--- src/rtl/voice_allocator.sv ---
// voice_allocator: spreads the song reader's note stream over VOICES playback voices and times each note in beats.
// Build option: define VOICE_STEAL_EN to overwrite the voice closest to expiry when every voice is busy.
module voice_allocator #(
  parameter int VOICES = 3
) (
  input  logic                clk,
  input  logic                reset,
  input  logic                play,
  input  logic                beat,
  input  logic                new_note,
  input  logic [5:0]          note,
  input  logic [5:0]          duration,
  input  logic [2:0]          metadata,
  output logic [6*VOICES-1:0] voice_note,
  output logic [3*VOICES-1:0] voice_meta,
  output logic [VOICES-1:0]   voice_active,
  output logic [VOICES-1:0]   voice_load,
  output logic                note_done,
  output logic                dropped
);

  logic [5:0]        r_note [VOICES];
  logic [2:0]        r_meta [VOICES];
  logic [5:0]        r_rem  [VOICES];
  logic [VOICES-1:0] r_active;
  logic [VOICES-1:0] r_load;
  logic              r_done;
  logic              r_dropped;

  logic              w_tick;
  logic              w_valid;
  logic              w_found;
  logic              w_drop;
  logic [VOICES-1:0] w_expire;
  logic [VOICES-1:0] w_free;
  logic [VOICES-1:0] w_first;
  logic [VOICES-1:0] w_sel;
`ifdef VOICE_STEAL_EN
  logic [VOICES-1:0] w_steal;
  logic [5:0]        w_min;
`endif

  always_comb begin
    w_tick   = beat & play;
    w_valid  = new_note & (duration != 6'd0);
    w_expire = '0;
    for (int i = 0; i < VOICES; i++)
      w_expire[i] = r_active[i] & w_tick & (r_rem[i] == 6'd1);
    // A voice expiring this cycle is free for a note arriving in the same cycle.
    w_free  = ~r_active | w_expire;
    w_first = '0;
    w_found = 1'b0;
    for (int i = 0; i < VOICES; i++) begin
      if (w_free[i] && !w_found) begin
        w_first[i] = 1'b1;
        w_found    = 1'b1;
      end
    end
`ifdef VOICE_STEAL_EN
    w_steal    = '0;
    w_steal[0] = 1'b1;
    w_min      = r_rem[0];
    for (int i = 1; i < VOICES; i++) begin
      if (r_rem[i] < w_min) begin
        w_steal    = '0;
        w_steal[i] = 1'b1;
        w_min      = r_rem[i];
      end
    end
    w_sel = !w_valid ? '0 : (w_found ? w_first : w_steal);
`else
    w_sel = (w_valid && w_found) ? w_first : '0;
`endif
    w_drop = new_note & ~(|w_sel);
  end

  always_ff @(posedge clk or negedge reset) begin
    if (!reset) begin
      for (int i = 0; i < VOICES; i++) begin
        r_note[i] <= '0;
        r_meta[i] <= '0;
        r_rem[i]  <= '0;
      end
      r_active  <= '0;
      r_load    <= '0;
      r_done    <= 1'b0;
      r_dropped <= 1'b0;
    end else begin
      for (int i = 0; i < VOICES; i++) begin
        // A load takes priority over counting, so a fresh note keeps its full duration.
        if (w_sel[i]) begin
          r_note[i]   <= note;
          r_meta[i]   <= metadata;
          r_rem[i]    <= duration;
          r_active[i] <= 1'b1;
        end else if (w_tick && r_active[i]) begin
          if (r_rem[i] == 6'd1)
            r_active[i] <= 1'b0;
          else
            r_rem[i] <= r_rem[i] - 6'd1;
        end
      end
      r_load    <= w_sel;
      r_done    <= |w_expire;
      r_dropped <= w_drop;
    end
  end

  for (genvar g = 0; g < VOICES; g++) begin : g_out
    assign voice_note[6*g +: 6] = r_note[g];
    assign voice_meta[3*g +: 3] = r_meta[g];
  end

  assign voice_active = r_active;
  assign voice_load   = r_load;
  assign note_done    = r_done;
  assign dropped      = r_dropped;

endmodule

--- config.mk ---
export PLATFORM = sky130hd
export DESIGN_NAME = voice_allocator
export DESIGN_NICKNAME = d
export VERILOG_FILES = /design/src/rtl/voice_allocator.sv
export SDC_FILE = /design/constraint.sdc
export NUM_CORES = 1
export LEC_CHECK = 0
export ABC_AREA = 1
export CAP_MARGIN = 20
export CORE_MARGIN = 5
export CORE_UTILIZATION = 30
export DETAILED_ROUTE_END_ITERATION = 12
export GPL_TIMING_DRIVEN = 0
export PLACE_DENSITY = 0.51
export SYNTH_ARGS = -nofsm -noshare
export SYNTH_HDL_FRONTEND = slang
export SYNTH_SLANG_ARGS = --single-unit
export TNS_END_PERCENT = 5
--- constraint.sdc ---
create_clock -name clk -period 4 [get_ports clk]
set_input_delay 0.6 -clock clk [delete_from_list [all_inputs] [get_ports clk]]
set_output_delay 0.6 -clock clk [all_outputs]
set_load 0.01 [all_outputs]
After elaboration in Yosys (flattened, before gate mapping)
Cells that the tools add are included.

$add $sub $neg: 3. Equality and inequality tests: 6. Muxes and demuxes: 24. Bitwise operators: 12. Reductions and logical operators: 23.

Operator list (count): 6-bit two-way mux (9); 6-bit by 1-bit equality test with 1-bit output (second input constant) (3); 6-bit by 1-bit subtractor with 6-bit output (second input constant) (3); 1-bit two-way mux (14); 2-bit AND reduction (6); 2-bit nonzero test (6); 1-bit bitwise AND (9); 1-bit logical AND (6); 2-bit inequality test (second input constant) (3); 6-bit nonzero test (1); 3-bit OR reduction (2); 3-bit two-way mux (1); 3-bit NOT (1); 3-bit bitwise OR (1); 1-bit zero test (2); 1-bit NOT (1).

Register bits: 53. Logic and storage cells: 83.

Longest topological paths before layout
Gate-level depths: netlist (run 1).

Word-level depth: 16. Gate-level depth with buffers: 12.

Least setup slack after synthesis (run 1)
OpenSTA, ideal clock, no wires.

Path type: in2reg. Start point: input port beat. End point: register r_rem[0] in the netlist's numbering. Arrival time: 1.530 ns. Data required time: 3.885 ns. Setup slack: 2.355 ns. Stages: 9. Path buffers: 1. Cell sequence: nand2_1 > nor2_1 > nand3_1 > nand2_2 > nor2_4 > nand2_4 > buf_6 > o21ai_2 > inv_2.

Cells in the longest elaborated chain, start to end: 15.

RTL lines: start: declaration (RTL line 9) `input logic beat,`; 1-bit bitwise AND (*) (RTL line 44) `w_tick = beat & play;`; 1-bit bitwise AND (2 in a row) (RTL line 48) `w_expire[i] = r_active[i] & w_tick & (r_rem[i] == 6'd1);`; 3-bit bitwise OR (RTL line 50) `w_free = ~r_active | w_expire;`; 1-bit two-way mux (RTL line 54) `if (w_free[i] && !w_found) begin`; 1-bit zero test (RTL line 54); 1-bit logical AND (RTL line 54); 1-bit two-way mux (RTL line 54); 1-bit zero test (RTL line 54); 1-bit logical AND (RTL line 54); 1-bit two-way mux (RTL line 54); 1-bit logical AND (RTL line 72) `w_sel = (w_valid && w_found) ? w_first : '0;`; 3-bit two-way mux (RTL line 72); 2-bit inequality test (no line) or 2-bit nonzero test (tied branches); 2-bit AND reduction (no line); end signal: indexed assignment (RTL line 94) `r_rem[i] <= duration;`; end signal: indexed assignment (RTL line 100) `r_rem[i] <= r_rem[i] - 6'd1;`; end: declaration (RTL line 24) `logic [5:0] r_rem [VOICES];`.

Every way passes the cells marked *; elsewhere a longest branch is shown, timed or not. A chain may end at the register's enable or synchronous reset.

Final worst setup path (run 1)
Start point: input port duration[0]. End point: register r_meta, in the netlist voice_meta[1].

Cells in the longest elaborated chain, start to end: 4.

RTL lines: start: declaration (RTL line 12) `input logic [5:0] duration,`; 6-bit nonzero test (RTL line 45) `w_valid = new_note & (duration != 6'd0);`; 1-bit bitwise AND (RTL line 45); 1-bit logical AND (RTL line 72); 3-bit two-way mux (RTL line 72); end signal: indexed assignment (RTL line 93) `r_meta[i] <= metadata;`; end: declaration (RTL line 23) `logic [2:0] r_meta [VOICES];`.

Every way passes these cells.

==> results.txt, run 1 <==
- The number of global-route vias before repair was 2,132.
- Between clock sinks in the finished design, the worst skew comes to 0.0101 ns.
* Global-route wire length before repair: 10,700 µm
- Post-CTS repair changed the size of 0 cells.
- Area of the core: 8590 µm²
- Worst-path fanout max: 10
* Routed wire length: 6460 µm
- Max transition margin: 68.6%
* Crit path arrival time: 2.30 ns
* Max Buffers Root-to-Sink: 2
- Area occupied by multi-input gates: 1070 µm²
- Minimum setup slack among reg-to-reg paths: 2.14 ns
- Ratio of final minimum period to clock period: 53.0%
- In the layout the commonest cells are sky130_fd_sc_hd__nand2_1 (82), sky130_fd_sc_hd__dfrtp_1 (53), sky130_fd_sc_hd__clkdlybuf4s50_1 (53), sky130_fd_sc_hd__inv_1 (39), sky130_fd_sc_hd__nand3_1 (30).
* Max H-tree Level: 2
* Number of hold buffers added after cts: 0
- Post-synthesis register bit count: 53
- In this run the count of I/O pins placed on the die edge is 55.
* Area taken by flip-flops and latches: 1330 µm²
- Drt first pass iters: 4
* Final hold violations: 0
- Die H: 103 µm
- Most common cell after layout, fill and taps aside: sky130_fd_sc_hd__nand2_1
- Peak clock frequency supported by timing: 472 MHz
* Port Buffers: 54
- Number of maximum-capacitance violations: 0
* End of the worst register-to-register path: r_rem[11]
- Worst-case reg-to-reg path depth: 10
* Number of filler instances in the final layout: 903
* Routability-driven placement congestion ratio: 0.870
- Setup slack after layout: 1.88 ns
* Net total in the final layout: 397
- Setup violations remaining at the end of the flow were counted as 0.
* Mean routed wirelength per cell: 13.5 µm
* CTS clk-pin slew, worst paths: 0.11 ns
- CTS tree: built
* Area added between synthesis and finish: 31.1%
- Yosys warning total: 0
- Avg Synthesized Cell Area: 8.43 µm²
- The worst setup path is launched from an input port.
- GRT Residual Overflow: 0
- Timing analysis after detailed placement gives a worst setup slack of 1.47 ns.
* Initial antenna violation count: 0
- Critical Path Sink Type: register
* Unrepaired setup endpoints after global routing: no
- The startpoint identified for the worst register-to-register timing path is r_rem[7].
* Share of synthesized area occupied by flip-flops and latches: 50.9%
- Clock period minus worst slack: 2.12 ns
* Die width: 103 µm
- Syn Nets: 335
* Cell area after synthesis: 2600 µm²
- Static leakage: 1.70 nW
- The run finished with clean final reports.
- Post-CTS Setup Inserts: 0
- HPWL Detailed: 4810 µm
- Sinks on Clock Net: 53
- For this run, the share of the core covered by cells in the final layout is 39.7%.
- Across every metal layer, demand over resource in global routing totals 13.0%.
- Detailed-route DRC error count: 0
* Remaining number of nets flagged by the antenna check after routing: 0
- Data on the critical path is required at its endpoint by 4.18 ns.
- Initial cell density of the core: 30.3%
* Hold slack: 0.226 ns
* Placed insts: 472
- The cell count after synthesis came out at 309.
* Setup TNS: 0 ns
- Average via count per standard cell: 4.39
- Counting distinct cell types in the post-synthesis netlist gives 28.
* Antenna fix cells: 0
* Fin cells: 480
- Count of standard-cell rows: 34
* Pin slew with the least headroom to its limit: 0.471 ns
- Area of the die: 10,600 µm²
- Detailed routing inserted a total of 2,109 vias.
- For this design the ratio of total power to cell area is 711 nW/µm².
- The worst setup path is of the in2reg kind.
* Pin count of the biggest net entering global routing: 36
- Clock tree synthesis selected as its root buffer the cell sky130_fd_sc_hd__clkbuf_8.
- VDD sags by at most 281 µV.
- Proportion of layout cells with a drive suffix above 1: 9.95%
- The first routing iteration left 81 violations.
- Clock insertion delay at the later pin of the skew report: 0.31 ns
- Count of pins over their slew limit: 0
* Class of the worst hold path: in2async
- TritonCTS created 5 clock buffers.
==> through the flow <==
stage / power [W] / area [µm²]
2_1_floorplan: 0.00158 / 2610
3_3_place_gp: 0.00205 / 3280
3_5_place_dp: 0.00206 / 3300
4_1_cts: 0.00246 / 3410
5_1_grt: 0.00265 / 3410
6_report: 0.00243 / 3410
==> kinds of logic after synthesis <==
| logic type | after synthesis | share of synthesized area, % |
|---|---|---|
| and+or+nand+nor | 153 | 26.0 |
| DFF | 53 | 50.9 |
| buffers and inverters | 49 | 8.07 |
| AOI/OAI and AO/OA | 37 | 8.45 |
| xor gates and xnor gates | 11 | 3.70 |
| adders and majority gates | 6 | 2.88 |
==> report_power, final <==
part	internal (W)	switching [W]	total (W)	leakage (nW)
sequential	0.000767	0.000168	0.000935	0.654
combinational	0.000540	0.000563	0.00110	0.986
clock	0.000192	0.000197	0.000390	0.0603
total	0.00150	0.000929	0.00243	1.70
==> critical path, cell delays in order <==
cell                              delay (ns)
sky130_fd_sc_hd__clkdlybuf4s50_1        0.53
sky130_fd_sc_hd__nor2_1                 0.15
sky130_fd_sc_hd__nand3_1                0.07
sky130_fd_sc_hd__nand2_1                0.16
sky130_fd_sc_hd__inv_1                  0.09
sky130_fd_sc_hd__nand2_1                0.17
sky130_fd_sc_hd__clkbuf_1               0.38
sky130_fd_sc_hd__o21ai_0                0.15
==> worst max-delay path by stage <==
| stage | slack [ns] | cells after the start | endpoint | startpoint |
|---|---|---|---|---|
| 2_1_floorplan | 2.36 | 9 | r_rem[0] | beat |
| 3_3_place_gp | 0.56 | 1 | voice_load[2] | reset |
| 3_5_place_dp | 1.47 | 8 | voice_note[5] | duration[0] |
| 4_1_cts | 1.83 | 8 | voice_meta[1] | duration[0] |
| 5_1_grt | 1.60 | 9 | voice_note[5] | duration[0] |
| 6_report | 1.88 | 8 | voice_meta[1] | duration[0] |
==> cells in the mapped netlist, drive strengths merged <==
master / number / area, µm²
nor3: 3 / 15.0
clkbuf: 2 / 8.75
buf: 5 / 43.8
xor2: 7 / 61.3
nor3b: 1 / 7.51
inv: 42 / 158
or2: 1 / 6.26
nor2: 30 / 133
o22ai: 1 / 6.26
xnor2: 4 / 35.0
o21ai: 33 / 188
dfrtp: 53 / 1330
nand3: 32 / 178
ha: 6 / 75.1
a21oi: 3 / 26.3
nand2: 86 / 338
==> sequential cells by signal, indices dropped and copies added, names as in the netlist <==
name	cells
voice_meta	9
voice_load	3
note_done	1
voice_note	18
voice_active	3
dropped	1
r_rem	18
==> cell type report <==
type | count | share of cell area [%]
Timing Repair Buffer | 55 | 16.3
Sequential cell | 53 | 38.8
Tap cell | 108 | 3.96
Clock buffer | 5 | 2.02
Clock inverter | 3 | 1.47
Inverter | 42 | 4.62
Buffer | 7 | 1.54
Multi-Input combinational cell | 207 | 31.3
==> routing by layer <==
metal / up-vias / GRT usage [%] / routed length [µm]
met5: - / 0 / 0
met1: 968 / 18.3 / 3120
met4: 0 / 2.99 / 40
met3: 4 / 4.76 / 571
li1: 1086 / - / -
met2: 51 / 18.9 / 2730
No activity file was read; power rests on OpenSTA's default activity.
==> inputs of run 2 (changes only) <==
- clock period: 4 -> 2.1 ns (I/O delays scaled with it)
==> results.txt, run 2 (synthesis gave the netlist of run 1 again) <==
- CTS tree: built
- The floorplan step defined a core boundary enclosing 8590 µm².
* Vias: 2,129
- Max VDD drop: 535 µV
* Initial antenna violation count: 0
- Pre-CTS setup slack: -0.145 ns
* Minimum setup slack among reg-to-reg paths: 0.23 ns
- Following the worst setup path forward leads to its endpoint at r_rem[11].
* Setup TNS: 0 ns
* Finished Core Util: 39.9%
* Mean routed wirelength per cell: 13.5 µm
* Critical setup path kind: reg2reg
- HPWL Detailed: 4810 µm
- Clock skew on the completed layout was measured at 0.0101 ns.
* Unrepaired setup endpoints after global routing: no
* Detailed-route DRC error count: 0
* Max transition margin: 68.8%
* Peak clock frequency supported by timing: 536 MHz
- Counting the fill cells in the layout gives 901.
- Power spread over the standard cell area amounts to 1350 nW/µm².
- Setup Viol. Count Final: 0
- Setup slack after layout: 0.233 ns
- Die width: 103 µm
- The final critical path takes up 88.9% of the cycle.
* Commonest non-fill, non-tap cells in the layout: sky130_fd_sc_hd__nand2_1 (82), sky130_fd_sc_hd__dfrtp_1 (53), sky130_fd_sc_hd__clkdlybuf4s50_1 (53), sky130_fd_sc_hd__inv_1 (39), sky130_fd_sc_hd__nand3_1 (30)
- Startpoint kind of the worst setup timing path: register
* Proportion of layout cells with a drive suffix above 1: 10.2%
- The final count of pins violating max slew is 0.
* Worst-case reg-to-reg path depth: 10
* GRT Residual Overflow: 0
* Net total in the final layout: 398
- Clock-pin slew was measured on the worst setup and hold paths at 0.11 ns.
* Worst-path fanout max: 10
- The count of nets left with antenna violations once routing finished came out at 0.
- At the worst endpoint, the arrival time is 2.06 ns.
* Startpoint of the most critical setup path: r_rem[7]
- Max Buffers Root-to-Sink: 2
- From bottom edge to top edge, the die measures 103 µm.
* Class of the worst hold path: in2async
- Count of standard-cell rows: 34
- Max-cap violations in this run came to 0.
- Initial cell density of the core: 30.3%
- Post-CTS Setup Inserts: 0
- Compared with the post-synthesis result, the final layout area differs by 31.5%.
* Clock period minus worst slack: 1.87 ns
* Clock root buffer: sky130_fd_sc_hd__clkbuf_8
- For the worst-skew pair, the clock arrives at the later sink with an insertion delay of 0.31 ns.
* Boundary pin count: 55
- Run status: completed
* Pin count of the biggest net entering global routing: 36
* Number of design-rule violations left by the first detailed-router iteration: 91
* Max H-tree Level: 2
- After detailed routing, the total wire length is 6480 µm.
* Most common cell after layout, fill and taps aside: sky130_fd_sc_hd__nand2_1
- Routability-driven placement congestion ratio: 0.870
- The number of failing hold endpoints at the final stage came to 0.
- Drt first pass iters: 4
- In this run the critical register-to-register path is captured at r_rem[11].
* Antenna fix cells: 0
- Data required time at the worst endpoint: 2.30 ns
- Via count of the first global-routing pass: 2,132
- During placement, the flow inserted port buffers numbering 54.
* Average via count per standard cell: 4.43
- Sinks on Clock Net: 53
- The worst register-to-register path begins at r_rem[7].
* TritonCTS buffer count: 5
- Hold slack: 0.474 ns
- Global-route wire length before repair: 10,700 µm
- Static leakage: 1.71 nW
- The floorplan step defined a die boundary enclosing 10,600 µm².
- For the pin with the worst max-slew slack, the measured transition is 0.468 ns.
* Total routing resource utilization after global routing: 13.0%
* Critical Path Sink Type: register
-- run 2: area by class of cell --
type	instances	area, µm²	area share [%]
Multi-Input combinational cell	207	1070	31.2
Buffer	7	53.8	1.57
Clock buffer	5	68.8	2.01
Timing Repair Buffer	56	566	16.5
Tap cell	108	135	3.94
Clock inverter	3	50.0	1.46
Sequential cell	53	1330	38.7
Inverter	42	158	4.60
-- run 2: critical path, cell delays in order (launching register included) --
cell and delay [ns]:
sky130_fd_sc_hd__dfrtp_1 0.39, sky130_fd_sc_hd__inv_1 0.09, sky130_fd_sc_hd__ha_1 0.15, sky130_fd_sc_hd__nand2_1 0.05, sky130_fd_sc_hd__nor2_1 0.12, sky130_fd_sc_hd__nand3_1 0.15
sky130_fd_sc_hd__nand2_2 0.15, sky130_fd_sc_hd__nand3_2 0.20, sky130_fd_sc_hd__buf_2 0.27, sky130_fd_sc_hd__nand3_1 0.10, sky130_fd_sc_hd__nand3_1 0.07
-- run 2: power breakdown --
part           internal, W  switching, W
sequential         0.00146      0.000318
combinational      0.00103       0.00108
clock             0.000366      0.000378
total              0.00286       0.00177
-- run 2: layer usage --
metal  vias to the layer above  GRT usage [%]  wire length, µm
met3                         7           4.76              494
met1                       985           18.3             3230
met5                         -              0                0
met2                        49           18.9             2700
met4                         0           2.99               57
li1                       1088              -                -
-- run 2: worst min path at each step --
stage | slack [ns] | startpoint | depth (start not counted) | endpoint
3_5_place_dp | 0.30 | reset | 1 | voice_load[1]
3_3_place_gp | 0.46 | r_rem[7] | 2 | r_rem[7]
6_report | 0.47 | reset | 2 | r_rem[14]
4_1_cts | 0.49 | reset | 2 | voice_active[1]
5_1_grt | 0.52 | reset | 2 | r_rem[15]
2_1_floorplan | 0.02 | reset | 0 | dropped
-- run 2: what timing repair did --
item,CTS,global route
hold buffers,1,0
gates resized for setup,0,2
endpoints found under the hold margin,18,0
setup endpoints to repair,0,1
-- run 2: per-stage QoR --
| stage | cells | cell area [µm²] | power [W] |
|---|---|---|---|
| after CTS | 481 | 3420 | 0.00469 |
| after global placement | 471 | 3280 | 0.00391 |
| after global routing | 481 | 3430 | 0.00505 |
| final | 481 | 3430 | 0.00463 |
| after detailed placement | 472 | 3300 | 0.00393 |
| after floorplan | 309 | 2610 | 0.00302 |
==> RTL edit 1 (config.mk and constraints of run 2) <==
Add a define of `VOICE_STEAL_EN`.
--- a/src/rtl/voice_allocator.sv
+++ b/src/rtl/voice_allocator.sv
@@ -1,5 +1,7 @@
 // voice_allocator: spreads the song reader's note stream over VOICES playback voices and times each note in beats.
 // Build option: define VOICE_STEAL_EN to overwrite the voice closest to expiry when every voice is busy.
+`define VOICE_STEAL_EN
+
 module voice_allocator #(
   parameter int VOICES = 3
 ) (
Function: changed (Yosys sat finds a counterexample within 10 cycles, from zero or initial values and one cycle with reset low).
==> RTL edit 1 against run 2 <==
- the run now ends with negative setup slack left
- global-route usage is 2.1 points higher
- cell count is 23% higher
- sequential share of layout area shrank 7.6 points
- final area up 25%
- fmax fell by 33%
- largest cell class is now multi-input gates
- worst setup slack worse by 0.93 ns
- first-iteration DRC count up 62%
- sequential cell count is the same
- routed wire length rose by 32%
- area after synthesis grew 15%
- clock skew up 0.0036 ns
Power is left out: the tool's default activity adds up to more than one toggle a clock period on the data nets, which glitch-free logic cannot reach.
==> RTL edit 1: results (changes against run 2) <==
seq_area_frac_synth: 0.445  # -0.0645
hp-class: "primary input to async pin"
grt_pass1_wl_um: 13900  # +30%
seq_area_mm2: 0.00133  # +0.28%
finalSetupViolations: 50  # +50
synth.net_count: 409  # +22%
h-tree-depth: 2  # unchanged
finClkSkew_ns: 0.0138  # +0.00363 ns
diodes: 0  # unchanged
crit_family: "simple AND/OR/NAND/NOR gates"
place.gp.congestion: 0.850  # -2.3%
grt_max_degree: 37  # +2.8%
status: "finished with violations"
synth_area_leaders: "dfrtp_1 44%, nand2_1 13%, ha_1 6.7%, inv_1 6.2%, nand3_1 5.2%"
finalWorstSetupSlack_ns: -0.692  # -0.925 ns
multi_input_area_mm2: 0.00156  # +46%
dp_hpwl_um: 6150  # +28%
antenna_found_initial: 0  # unchanged
buffer_area_frac: 0.212  # +0.0314
crit_end: "r_rem[10]"
clockRootBuffer: "clkbuf_8"
synth_warnings: 0  # unchanged
cts.clk_slew.worst_paths_ns: 0.12
slew_headroom: 0.673  # -0.0148
yosysUniqueCellTypes: 30  # +7.1%
start_util: 0.307  # +0.00344
clk_latency_ns: 0.32
cts_max_path_buffers: 2  # unchanged
ys_ff_latch: 53  # unchanged
nClkBuffers: 5  # unchanged
wire_per_inst_um: 14.5  # +7.8%
cp_max_fo: 7  # -3
arrival_ns: 3.01  # +0.95 ns
reg2reg_depth: 19  # +9
inverters: 57  # +36%
violations: "negative setup slack"
ys.flop_type: "dfrtp_1"
synthTopCellsByCount: "103 x nand2_1, 53 x dfrtp_1, 49 x inv_1"
clk_share: 0.0228  # -0.0119
multi_input_gates: 253  # +22%
async_flop_share: 1.00  # unchanged
vias: 2720  # +28%
post_cts_buffers: 15  # +15
fill_cells: 1013  # +12%
numPortBuffers: 54  # unchanged
buffers: 87  # +38%
hold_buffers: 1  # unchanged
cp_slowest_cell: "dfrtp_1"
dr.first_iter.drc_count: 147  # +62%
drt_first_pass_iters: 4  # unchanged
cts_resized: 30  # +30
critical_path.max_stage_delay_ns: 0.42  # +0.03 ns
fin_nets: 493  # +24%
critPathLaunch: "r_rem[17]"
drive_gt1_frac: 0.234  # +0.132
grtUsageTotal: 0.151  # +0.0210
## RTL edit 1: cell types whose count changed after synthesis, moves of 5 or more
| cell | before | now |
|---|---|---|
| o21ai_2 | 6 | 0 |
| nor2_1 | 26 | 18 |
| o21ai_1 | 4 | 23 |
| ha_1 | 6 | 16 |
| inv_1 | 39 | 49 |
| nand4_1 | 0 | 5 |
| nand2_1 | 82 | 103 |
## RTL edit 1: how the worst min path moves through the flow
| stage | to | slack [ns] | depth (start not counted) |
|---|---|---|---|
| detailed placement | r_rem[2] | 0.30 | 1 |
| global route | r_rem[6] | 0.53 | 2 |
| floorplan | dropped | 0.02 | 0 |
| global placement | voice_note[12] | 0.47 | 2 |
| CTS | r_rem[6] | 0.49 | 2 |
| finish | r_rem[6] | 0.48 | 2 |
## RTL edit 1: logic make-up after synthesis
logic type,after synthesis,synth area share
AOI/OAI and AO/OA,53,0.0906
xor gates and xnor gates,11,0.0323
adders and majority gates,16,0.0671
buffers and inverters,67,0.0990
DFF,53,0.445
and+or+nand+nor,173,0.266
## RTL edit 1: stage by stage
step	setup slack [ns]	setup TNS, ns	instances	area [um2]	hold WS [ns]
final	-0.692	-31.10	591	4280	0.476
after detailed placement	-0.974	-44.13	561	3760	0.303
after floorplan	-0.490	-20.60	373	3040	0.0194
after CTS	-0.792	-35.80	586	4080	0.486
after global routing	-0.847	-38.92	591	4280	0.529
after global placement	-1.10	-99.38	560	3750	0.470
## RTL edit 1: metal layers
layer	vias to the layer above	GRT usage	share of wire
li1	1348	-	-
met1	1289	0.201	0.45
met2	70	0.240	0.46
met3	13	0.0464	0.068
met4	0	0.0338	0.013
met5	-	0	0
==> RTL edit 2 (flow settings as in run 2) <==
Made on the original files. Put a register stage on the output `voice_note`, cleared by the reset. The value now appears one clock later. The other outputs are not delayed to match.
--- a/src/rtl/voice_allocator.sv
+++ b/src/rtl/voice_allocator.sv
@@ -18,6 +18,8 @@
   output logic                note_done,
   output logic                dropped
 );
+
+  logic [6*VOICES-1:0] voice_note_d;
 
   logic [5:0]        r_note [VOICES];
   logic [2:0]        r_meta [VOICES];
@@ -107,7 +109,7 @@
   end
 
   for (genvar g = 0; g < VOICES; g++) begin : g_out
-    assign voice_note[6*g +: 6] = r_note[g];
+    assign voice_note_d[6*g +: 6] = r_note[g];
     assign voice_meta[3*g +: 3] = r_meta[g];
   end
 
@@ -116,5 +118,13 @@
   assign note_done    = r_done;
   assign dropped      = r_dropped;
 
+  always_ff @(posedge clk or negedge reset) begin
+    if (!reset) begin
+      voice_note <= '0;
+    end else begin
+      voice_note <= voice_note_d;
+    end
+  end
+
 endmodule
 
Check against the original RTL: not equivalent (a bounded check fails within 4 cycles, from zero or initial values and one cycle with reset low).
==> RTL edit 2 against run 2 <==
- routed wire length rose by 7.1%
- synthesized cell count grew 5.8%
- power grew 23%
- worst setup slack improved by 0.028 ns
- final area up 17%
- sequential power rose by 30%
- critical endpoint is now r_note[15]
- non-clock buffer count unchanged
- sequential share of layout area up 5.5 points
- largest power group is now sequential cells
- area after synthesis up 17%
- count of clock-buffer cells in the layout increased by 4
- sequential cell count is 18 higher
- critical path type is now primary input to flip-flop
==> RTL edit 2: results (changes against run 2) <==
status: "finished, final reports clean"
r2r_setup_slack_ns: 0.27  # +0.04 ns
synth_area_leaders: "dfrtp_1 58%, nand2_1 10%, nand3_1 4.9%, inv_1 4.8%, o21ai_0 3.8%"
vias: 2279  # +7.0%
drt_first_pass_iters: 4  # unchanged
cp_slowest_cell: "clkdlybuf4s50_1"
antenna_found_initial: 0  # unchanged
grtUsageTotal: 0.120  # -0.00981
place.gp.congestion: 0.791  # -9.1%
cts_resized: 0  # unchanged
fin_nets: 420  # +5.5%
seq_area_frac_synth: 0.581  # +0.0724
grt_max_degree: 49  # +36%
post_cts_buffers: 0  # unchanged
grt_pass1_wl_um: 11800  # +10%
numCtsBuffers: 9  # +4
arrival_ns: 2.04  # -0.02 ns
synth.net_count: 353  # +5.4%
slew_headroom: 0.676  # -0.0116
max-vdd-ir-drop_mv: 0.385  # -28%
finClkSkew_ns: 0.0101  # -0.0000514 ns
cts.clk_slew.worst_paths_ns: 0.09  # -0.02 ns
clk_latency_ns: 0.34  # +0.03 ns
hp-class: "flip-flop to flip-flop"
place_area_mm2: 0.00379  # +15%
hold_buffers: 1  # unchanged
clockRootBuffer: "clkbuf_8"
cp_max_fo: 10  # unchanged
leakage_nw: 1.98  # +16%
drive_gt1_frac: 0.113  # +0.0109
async_flop_share: 1.00  # unchanged
yosysUniqueCellTypes: 28  # unchanged
fill_cells: 959  # +6.4%
dr.first_iter.drc_count: 80  # -12%
dp_hpwl_um: 5090  # +5.8%
critical_path.max_stage_delay_ns: 0.51  # +0.12 ns
h-tree-depth: 3  # +1
grt_pass1_vias: 2299  # +7.8%
synthTopCellsByCount: "82 x nand2_1, 71 x dfrtp_1, 39 x inv_1"
drt_wl_total_um: 6930  # +7.1%
RTL edit 2: cell count changes in the layout (fill, tap and decap cells not counted), sizes merged:
cell,change
clkinv,-1
clkinvlp,+2
clkbuf,+4
inv,+2
bufinv,+1
dfrtp,+18
RTL edit 2: logic make-up (layout without fill, tap and decap cells):
family / count (synthesis) / after routing / share of synthesized area
AO/OA/AOI/OAI: 37 / 37 / 0.0721
adder cells (fa/ha/maj): 6 / 6 / 0.0246
XOR/XNOR: 11 / 11 / 0.0315
buffers and inverters: 49 / 121 / 0.0688
AND/OR/NAND/NOR: 153 / 153 / 0.222
flip-flops: 71 / 71 / 0.581
RTL edit 2: through the flow:
step | hold slack (ns) | utilization | worst slack (ns) | instances
after floorplan | 0.0194 | - | 0.557 | 327
after global placement | 0.357 | 0.381 | -1.81 | 514
after detailed placement | 0.241 | 0.384 | -0.142 | 515
after CTS | 0.377 | 0.408 | 0.176 | 532
after global routing | 0.395 | 0.408 | 0.0297 | 532
final | 0.374 | 0.408 | 0.260 | 532
RTL edit 2: worst paths after layout:
path,startpoint,to,cells after the start
max in group asynchronous,reset,voice_active[1],3
hold / removal,r_note[7],voice_note[7],0
hold reg to reg,r_note[7],voice_note[7],0
setup reg to reg,r_rem[7],voice_meta[5],10
min in group asynchronous,reset,voice_note[1],2
setup / recovery,duration[0],r_note[15],8
RTL edit 2: layout make-up:
type	instances	area share
Multi-Input combinational cell	207	0.266
Inverter	42	0.0392
Timing Repair Buffer	56	0.143
Buffer	7	0.0131
Sequential cell	71	0.442
Tap cell	133	0.0414
Clock buffer	9	0.0308
Clock inverter	7	0.0252
RTL edit 2: power breakdown:
group | switching (mW) | internal [mW]
logic | 1.07 | 1.04
clock network | 0.575 | 0.681
registers | 0.357 | 1.96
total | 2.01 | 3.68
RTL edit 2: critical path, delay by kind of cell:
family | cells | cell delay, ns
AO/OA/AOI/OAI | 1 | 0.18
buffers and inverters | 3 | 1.01
AND/OR/NAND/NOR | 4 | 0.52
RTL edit 2: metal layers:
layer / wire length [um] / track usage
met5: 0 / 0
met4: 156 / 0.0517
met3: 232 / 0.0262
met2: 3300 / 0.198
met1: 3250 / 0.151
